**src/rtl/fetch_unit_if.sv**
```systemverilog
// rtl/fetch_unit_if.sv - instruction memory request/response bus between fetch and imem
interface fetch_unit_if;
    logic        req;
    logic [31:0] addr;
    logic        rvalid;
    logic [31:0] rdata;

    modport master (
        output req,
        output addr,
        input  rvalid,
        input  rdata
    );

    modport slave (
        input  req,
        input  addr,
        output rvalid,
        output rdata
    );
endinterface

```
**src/rtl/fetch_unit.sv**
```systemverilog
// rtl/fetch_unit.sv - single-outstanding instruction fetch front end with redirect squash
module fetch_unit #(
    parameter logic [31:0] RESET_PC     = 32'h0000_0000,
    parameter int          SEL_PC_WIDTH = 2,
    parameter logic [31:0] NOP          = 32'h0000_0013
) (
    input  logic                    clk,
    input  logic                    rst,
    input  logic                    fetch_stall,
    input  logic [SEL_PC_WIDTH-1:0] pc_sel,
    input  logic                    br_taken,
    input  logic [31:0]             next_pc,
    fetch_unit_if.master            imem,
    output logic                    valid,
    output logic [31:0]             ir,
    output logic [31:0]             pc
);

    localparam logic [SEL_PC_WIDTH-1:0] SEL_BRANCH = SEL_PC_WIDTH'(1);
    localparam logic [SEL_PC_WIDTH-1:0] SEL_JUMP   = SEL_PC_WIDTH'(2);

    typedef enum logic [1:0] {
        S_IDLE = 2'd0,
        S_REQ  = 2'd1,
        S_HOLD = 2'd2,
        S_KILL = 2'd3
    } state_t;

    state_t      state;
    logic [31:0] pc_q;
    logic        redirect;
    logic [31:0] target;
    logic        consumed;

    // Redirect decode from control; targets are forced to word alignment.
    always_comb begin
        redirect = ((pc_sel == SEL_BRANCH) && br_taken) || (pc_sel == SEL_JUMP);
        target   = {next_pc[31:2], 2'b00};
        consumed = valid && !fetch_stall;
    end

    // Request is a pure decode of registered state, so imem inputs never reach it combinationally.
    assign imem.req  = (state == S_REQ);
    assign imem.addr = pc_q;

    // Fetch FSM: owns pc_q and the registered decode-facing outputs.
    always_ff @(posedge clk) begin
        if (!rst) begin
            state <= S_IDLE;
            pc_q  <= RESET_PC;
            valid <= 1'b0;
            ir    <= NOP;
            pc    <= 32'h0;
        end else begin
            case (state)
                S_IDLE: begin
                    if (redirect) begin
                        pc_q <= target;
                    end
                    state <= S_REQ;
                end
                S_REQ: begin
                    if (redirect) begin
                        // A response landing with the redirect is stale; otherwise it is still owed.
                        pc_q  <= target;
                        valid <= 1'b0;
                        state <= imem.rvalid ? S_REQ : S_KILL;
                    end else if (imem.rvalid) begin
                        ir    <= imem.rdata;
                        pc    <= pc_q;
                        valid <= 1'b1;
                        pc_q  <= pc_q + 32'd4;
                        state <= fetch_stall ? S_HOLD : S_REQ;
                    end else if (consumed) begin
                        valid <= 1'b0;
                    end
                end
                S_HOLD: begin
                    if (redirect) begin
                        valid <= 1'b0;
                        pc_q  <= target;
                        state <= S_REQ;
                    end else if (!fetch_stall) begin
                        // Decode takes the held instruction this cycle.
                        valid <= 1'b0;
                        state <= S_REQ;
                    end
                end
                S_KILL: begin
                    if (redirect) begin
                        pc_q <= target;
                    end
                    if (imem.rvalid) begin
                        state <= S_REQ;
                    end
                end
                default: state <= S_IDLE;
            endcase
        end
    end

endmodule
```
**src/flat_wrapper.sv**
```systemverilog
// flat-port wrapper written by rule: the top's interface ports become plain ports
module fetch_unit_flat 
#(
    parameter logic [31:0] RESET_PC     = 32'h0000_0000,
    parameter int          SEL_PC_WIDTH = 2,
    parameter logic [31:0] NOP          = 32'h0000_0013
)
  (clk, rst, fetch_stall, pc_sel, br_taken, next_pc, valid, ir, pc, imem_req, imem_addr, imem_rvalid, imem_rdata);
  fetch_unit_if imem_i ();
  input  logic clk;
  input  logic rst;
  input  logic fetch_stall;
  input  logic [SEL_PC_WIDTH-1:0] pc_sel;
  input  logic br_taken;
  input  logic [31:0] next_pc;
  output logic valid;
  output logic [31:0] ir;
  output logic [31:0] pc;
  output wire logic [$bits(imem_i.req)-1:0] imem_req;
  output wire logic [$bits(imem_i.addr)-1:0] imem_addr;
  input wire logic [$bits(imem_i.rvalid)-1:0] imem_rvalid;
  input wire logic [$bits(imem_i.rdata)-1:0] imem_rdata;
  assign imem_req = imem_i.req;
  assign imem_addr = imem_i.addr;
  assign imem_i.rvalid = imem_rvalid;
  assign imem_i.rdata = imem_rdata;
  fetch_unit #(.RESET_PC(RESET_PC), .SEL_PC_WIDTH(SEL_PC_WIDTH), .NOP(NOP)) u_core (.clk(clk), .rst(rst), .fetch_stall(fetch_stall), .pc_sel(pc_sel), .br_taken(br_taken), .next_pc(next_pc), .imem(imem_i), .valid(valid), .ir(ir), .pc(pc));
endmodule
```
**config.mk**
```make
export PLATFORM = sky130hd
export DESIGN_NAME = fetch_unit_flat
export DESIGN_NICKNAME = d
export VERILOG_FILES = /design/src/rtl/fetch_unit_if.sv /design/src/rtl/fetch_unit.sv /design/src/flat_wrapper.sv
export SDC_FILE = /design/constraint.sdc
export NUM_CORES = 1
export LEC_CHECK = 0
export ABC_AREA = 0
export CORE_MARGIN = 3
export CORE_UTILIZATION = 30
export DETAILED_ROUTE_END_ITERATION = 10
export GPL_TIMING_DRIVEN = 0
export HOLD_SLACK_MARGIN = 0.05
export MAX_ROUTING_LAYER = met4
export SLEW_MARGIN = 20
export SYNTH_ARGS = -nofsm -noshare
export SYNTH_HDL_FRONTEND = slang
export SYNTH_SLANG_ARGS = --single-unit
```
**constraint.sdc**
```tcl
create_clock -name clk -period 2.2 [get_ports clk]
set_clock_uncertainty 0.2 [all_clocks]
set_input_delay 0.44 -clock clk [delete_from_list [all_inputs] [get_ports clk]]
set_output_delay 0.44 -clock clk [all_outputs]
set_load 0.1 [all_outputs]
```
==> reports/results.ini, run 1 <==
[status]
status = finished clean

[detailed_routing]
drc = 0
drt-wirelength-per-cell_um = 16.38
dr.pass1.iters = 6
num_vias = 4374
routed_wl_um = 14400
avgViaCountPerCell = 4.976
drt_iter0_drc = 312
ant_nets = 0

[sta]
fmax_mhz = 463.2
finalMaxSlewViolations = 0
relSlewSlack_pct = 34.84
setup_ws_ns = 0.04106
setup_viol_count_final = 0
fin_crit_ns = 2.159
rsz0062_at_grt = yes
tightest_slew_ns = 0.9813
whs_ns = 0.2524
final.period_utilization_pct = 98.13
hold_violations = 0

[layout]
multi_input_area_um2 = 2106
nNetsFinal = 774
syn_to_final_growth_pct = 51.09
drive_above_1_share_pct = 21.76
regArea_um2 = 1938
fill_cells = 1335
antenna_cells = 0
final_cell_mix = nand2_1, a21oi_1, clkdlybuf4s50_1, dfxtp_1, clkbuf_2
final_cells = 879
final_cell_area_um2 = 6242
final_common_cell = nand2_1

[global_route]
grt-ovfl-total = 0
track_usage_pct = 19.26
grt_pass1_vias = 4220
grt_antenna_before_repair = 0
grt_max_degree = 16
grt_first_pass_wirelength_um = 21900

[critical_path]
startpoint_type = flop
required_ns = 1.56
crit_end = ir[9]
crit_type = reg2out
crit_chain = clkdlybuf4s15_1
reg2reg_from = u_core.imem.addr[2]
crit_path_max_incr_delay_ns = 0.83
cp_num_buf_inv = 1
crit_fanout = 2
worstSetupPathDepth = 1
timing.rr.end = u_core.imem.addr[17]
cp_top_family = buffers and inverters
r2r.worst_path.cells = 5
startpoint = u_core.ir[9]
end_kind = primary output
slowest_stage = clkdlybuf4s15_1
ff2ff_setup_slack_ns = 0.09
cp.arrival_ns = 1.52

[power_and_ir_drop]
clkPwrFrac_pct = 30.3
finalPower_w = 0.004779
swShare_pct = 38.21
internal_power_w = 0.002953
combPwrFrac_pct = 28.9
p_per_area_nw_per_um2 = 765.6
p_switching_w = 0.001826
p_leak_nw = 2.282
ir_drop_mv = 0.3942
sequentialPowerShare_pct = 40.7

[placement]
io_buffer_count = 161
place_congestion = 0.9113
dp_hpwl_um = 10600
dp_cells = 863
placed_cell_area_um2 = 6021
place_ws_ns = -0.8291

[synthesis]
synth_cell_type_count = 41
synthArstFlopShare_pct = 0
ys_seq_elements = 95
synth_area_um2 = 4131
syn_inst = 523
yosysWarnings = 0
synth-edff-count = 0
synth_ff_type = dfxtp_1
synth_area_per_cell_um2 = 7.900
ys_seq_area_share_pct = 46.03

[worst_hold_path]
worst_hold_path_type = reg2reg

[clock_tree]
clkTransAtPathRegs_ns = 0.07
numClockSinks = 95
cts_tree = yes
cts-root-buf = clkbuf_16
cts_buffers = 9
cts_hold_buffers = 0
clockBufferDepth = 2
htreeDepth = 3
clkLatencyLatePin_ns = 0.36

[floorplan]
dieArea_um2 = 15220
ios = 169
start_util_pct = 30.95
row_count = 42
design.core.area_um2 = 13350
die_w_um = 123.4
die_y_um = 123.4

[flow_run]
drv_cap = 0

-- cells by family after synthesis --
family,after synthesis,share of synthesized area (%)
simple gates,240,26.95
compound gates,117,16.20
flops,95,46.03
buf+inv,45,4.906
xor+xnor,18,3.816
fa+ha+maj,5,1.514
mux,2,0.4846
other cells,1,0.09077
-- power groups by stage --
stage	Clock (W)	Combinational [W]	Sequential, W
after CTS	0.00149	0.00139	0.00194
after detailed placement	0	0.00142	0.00198
after global routing	0.00157	0.00145	0.00196
after global placement	0	0.00141	0.00198
after floorplan	0	0.000340	0.00262
final	0.00145	0.00138	0.00195
-- timing repair --
item	4_1_cts	5_1_grt
endpoints found under the setup margin	163	101
cloned	0	0
resized for setup	193	109
pin swaps	0	1
buffers inserted	0	0
-- final cells by class --
type,instances,area share (%)
inverter,6,0.3608
tap,176,3.528
multi-input combinational,386,33.73
sequential,95,31.05
clock buffer,11,3.728
timing repair buffer,161,23.57
buffer,39,3.468
clock inverter,5,0.5612
-- tightest hold or removal path: cells and delay by family (launching register included) --
kind	cells	cell delay [ns]
compound gates	1	0.05
flops	1	0.31
simple gates	1	0.05
-- Yosys cell counts (6+ instances only) --
cell type / n / share of area, %
nand3_1: 18 / 2.2
o21ai_0: 18 / 2.2
xor2_1: 6 / 1.3
nand2_1: 144 / 13
and3_1: 6 / 0.91
buf_4: 6 / 1.1
nor4_1: 10 / 1.5
nor3_1: 11 / 1.3
dfxtp_1: 95 / 46
a211oi_1: 11 / 2.0
xnor2_1: 12 / 2.5
clkbuf_1: 29 / 2.6
nand4_1: 8 / 1.2
a21oi_1: 73 / 8.8
nor2_1: 18 / 1.6
a311oi_1: 6 / 1.3
-- how the worst min path moves through the flow --
stage | endpoint | from | depth (start not counted) | slack, ns
finish | u_core.ir[18] | u_core.ir[18] | 2 | 0.25
global route | u_core.valid | imem_rvalid | 3 | 0.24
CTS | u_core.ir[18] | u_core.ir[18] | 2 | 0.25
detailed placement | u_core.ir[18] | u_core.ir[18] | 2 | 0.25
global placement | u_core.pc[31] | u_core.pc[31] | 2 | 0.24
floorplan | u_core.state[1] | u_core.state[1] | 2 | 0.27
-- through the flow --
stage | utilization (%) | TNS, ns
after floorplan | - | 0
after global placement | 45.11 | -36.07
after detailed placement | 45.11 | -39.17
after CTS | 47.28 | -0.02135
after global routing | 46.77 | -0.01954
final | 46.77 | 0
-- registers in the layout, summed over array words and instances, names as in the netlist --
signal	flops
u_core.imem.addr	30
u_core.ir	32
u_core.pc	30
u_core.state	2
u_core.valid	1
-- metal layers --
| layer | up-vias | global-route usage (%) | part of all wire, % |
|---|---|---|---|
| met1 | 2043 | 23.57 | 42 |
| met4 | 0 | 5.606 | 1.2 |
| met2 | 171 | 30.95 | 50 |
| met5 | - | - | 0 |
| li1 | 2147 | - | - |
| met3 | 13 | 5.581 | 7.2 |
(Power assumes the default switching activity.)
==> run 2, diff against run 1 <==
--- a/config.mk
+++ b/config.mk
@@ -8,6 +8,7 @@
 export ABC_AREA = 0
 export CORE_MARGIN = 3
 export CORE_UTILIZATION = 30
+export CTS_BUF_LIST = sky130_fd_sc_hd__clkbuf_8
 export DETAILED_ROUTE_END_ITERATION = 10
 export GPL_TIMING_DRIVEN = 0
 export HOLD_SLACK_MARGIN = 0.05
@@ -16,3 +17,4 @@
 export SYNTH_ARGS = -nofsm -noshare
 export SYNTH_HDL_FRONTEND = slang
 export SYNTH_SLANG_ARGS = --single-unit
+export TNS_END_PERCENT = 10
==> run 2 against run 1 <==
Effect of this change: global-route usage decreased by 0.68 points; cell count unchanged; worst hold slack got worse by 0.030 ns; via count shrank 1.7%; highest routed layer unchanged; largest cell class unchanged; largest power group unchanged; setup slack got worse by 0.010 ns; final area is 1.7% higher; combinational power about the same; critical endpoint is now u_core.imem.addr[4]; first-iteration DRC count decreased by 12%; sequential power barely moved; flip-flop and latch count unchanged.
==> reports/results.ini, run 2 (synthesized netlist as in run 1, its figures left out) <==
[status]
status = finished clean  ; unchanged

[global_route]
grt_pass1_vias = 4074  ; was 4220
track_usage_pct = 18.58  ; was 19.26%
grt_first_pass_wirelength_um = 21180  ; was 21900 um
grt-ovfl-total = 0  ; unchanged
grt_max_degree = 16  ; unchanged
grt_antenna_before_repair = 0  ; unchanged

[detailed_routing]
num_vias = 4298  ; was 4374
drc = 0  ; unchanged
avgViaCountPerCell = 4.890  ; was 4.976
dr.pass1.iters = 5  ; was 6
drt_iter0_drc = 275  ; was 312
drt-wirelength-per-cell_um = 15.91  ; was 16.38 um
routed_wl_um = 13980  ; was 14400 um
ant_nets = 0  ; unchanged

[layout]
syn_to_final_growth_pct = 53.63  ; was 51.09%
top_register = u_core.ir  ; unchanged
fill_cells = 1324  ; was 1335
regArea_um2 = 1933  ; was 1938 um^2
final_common_cell = nand2_1  ; unchanged
final_cell_mix = nand2_1, clkdlybuf4s15_2, a21oi_1, dfxtp_1, clkdlybuf4s50_1  ; was nand2_1, a21oi_1, clkdlybuf4s50_1, dfxtp_1, clkbuf_2
nNetsFinal = 774  ; unchanged
antenna_cells = 0  ; unchanged
drive_above_1_share_pct = 24.89  ; was 21.76%
largest_reg_flops = 32  ; unchanged
final_cell_area_um2 = 6347  ; was 6242 um^2
multi_input_area_um2 = 2095  ; was 2106 um^2

[floorplan]
ios = 169  ; unchanged
start_util_pct = 30.95  ; unchanged
die_w_um = 123.4  ; unchanged
dieArea_um2 = 15220  ; unchanged
die_y_um = 123.4  ; unchanged
design.core.area_um2 = 13350  ; unchanged
row_count = 42  ; unchanged

[placement]
place_congestion = 0.8730  ; was 0.9113
placed_cell_area_um2 = 6016  ; was 6021 um^2
dp_hpwl_um = 10590  ; was 10600 um
io_buffer_count = 161  ; unchanged

[worst_hold_path]
hold_path_depth = 3  ; was 2
worst_hold_path_type = in2reg  ; was reg2reg
hold_start = imem_rvalid  ; was u_core.ir[18]

[sta]
relSlewSlack_pct = 53.64  ; was 34.84%
fin_crit_ns = 2.169  ; was 2.159 ns
hold_violations = 0  ; unchanged
setup_viol_count_final = 0  ; unchanged
rsz0062_at_grt = yes  ; unchanged
tns_ns = 0  ; unchanged
tightest_slew_ns = 0.6953  ; was 0.9813 ns
final.period_utilization_pct = 98.60  ; was 98.13%
finalMaxSlewViolations = 0  ; unchanged
fmax_mhz = 461.0  ; was 463.2 MHz

[critical_path]
crit_fanout = 10  ; was 2
startpoint_type = input pin  ; was flop
required_ns = 2.28  ; was 1.56 ns
crit_type = in2reg  ; was reg2out
cp.arrival_ns = 2.25  ; was 1.52 ns
startpoint = pc_sel[1]  ; was u_core.ir[9]
r2r.worst_path.cells = 5  ; unchanged
reg2reg_from = u_core.imem.addr[2]  ; unchanged
end_kind = flop  ; was primary output

[flow_run]
drv_cap = 0  ; unchanged

[clock_tree]
cts_buffers = 9  ; unchanged
postCtsSetupBuffers = 0  ; unchanged
numClockSinks = 95  ; unchanged
htreeDepth = 3  ; unchanged
clkTransAtPathRegs_ns = 0.09  ; was 0.07 ns
clockBufferDepth = 2  ; unchanged
cts_tree = yes  ; unchanged
clkLatencyLatePin_ns = 0.38  ; was 0.36 ns
cts-root-buf = clkbuf_8  ; was clkbuf_16

[power_and_ir_drop]
p_per_area_nw_per_um2 = 696.6  ; was 765.6 nW/um^2
p_leak_nw = 2.197  ; was 2.282 nW
ir_drop_mv = 0.3564  ; was 0.3942 mV

run 2: changes by cell type in the layout (fill, tap and decap cells not counted), sizes merged:
cell           before  now
buf                14   10
clkbuf             72   47
clkdlybuf4s15      58   87
clkinv              4    3
inv                 6    7
run 2: metrics by stage:
step                std cells  hold WS, ns  setup WS [ns]  total power, W  util [%]
finish                    879       0.2221        0.03070        0.004422     47.55
global route              879       0.2207        -0.1024        0.004622     47.55
CTS                       879       0.2606        -0.1062        0.004481     47.39
detailed placement        863       0.2471        -0.7476        0.003394     45.07
global placement          863       0.2419        -0.7214        0.003381     45.07
floorplan                 526       0.2677        -0.1226        0.002963         -
run 2: final cells by class:
class	instances	share of cell area (%)
Multi-Input combinational cell	386	33.00
Sequential cell	95	30.46
Timing Repair Buffer	161	26.59
Tap cell	176	3.469
Buffer	39	3.213
Clock buffer	11	2.385
Clock inverter	5	0.5322
Inverter	6	0.3548
run 2: final timing paths:
kind | to | slack, ns
setup / recovery | u_core.imem.addr[4] | 0.03
hold / removal | u_core.valid | 0.22
hold reg to reg | u_core.pc[2] | 0.26
setup reg to reg | u_core.imem.addr[17] | 0.09
run 2: routing by layer:
| layer | GRT usage, % | share of wire [%] | up-vias |
|---|---|---|---|
| li1 | - | - | 2143 |
| met1 | 22.63 | 43 | 1994 |
| met2 | 29.87 | 48 | 143 |
| met3 | 4.803 | 6.1 | 18 |
| met4 | 6.574 | 2.2 | 0 |
| met5 | - | 0 | - |
run 2: critical path, cell delays in order:
cell and delay, ns:
clkdlybuf4s50_1 0.47, nand3b_1 0.16, and2_1 0.18, buf_2 0.23, clkbuf_1 0.43, nor2_1 0.08
a211oi_1 0.25
run 2: what timing repair did:
| action | 4_1_cts | 5_1_grt |
|---|---|---|
| setup endpoints to repair | 107 | 92 |
| pin swaps | 0 | 0 |
| gates resized for setup | 286 | 37 |
| hold buffers | 0 | 0 |
run 2: report_power, final:
part	leakage [nW]	total [W]	internal (W)	switching, W
Combinational	1.32	0.00139	0.000367	0.00102
Clock	0.0967	0.00109	0.000471	0.000622
Sequential	0.784	0.00194	0.00183	0.000115
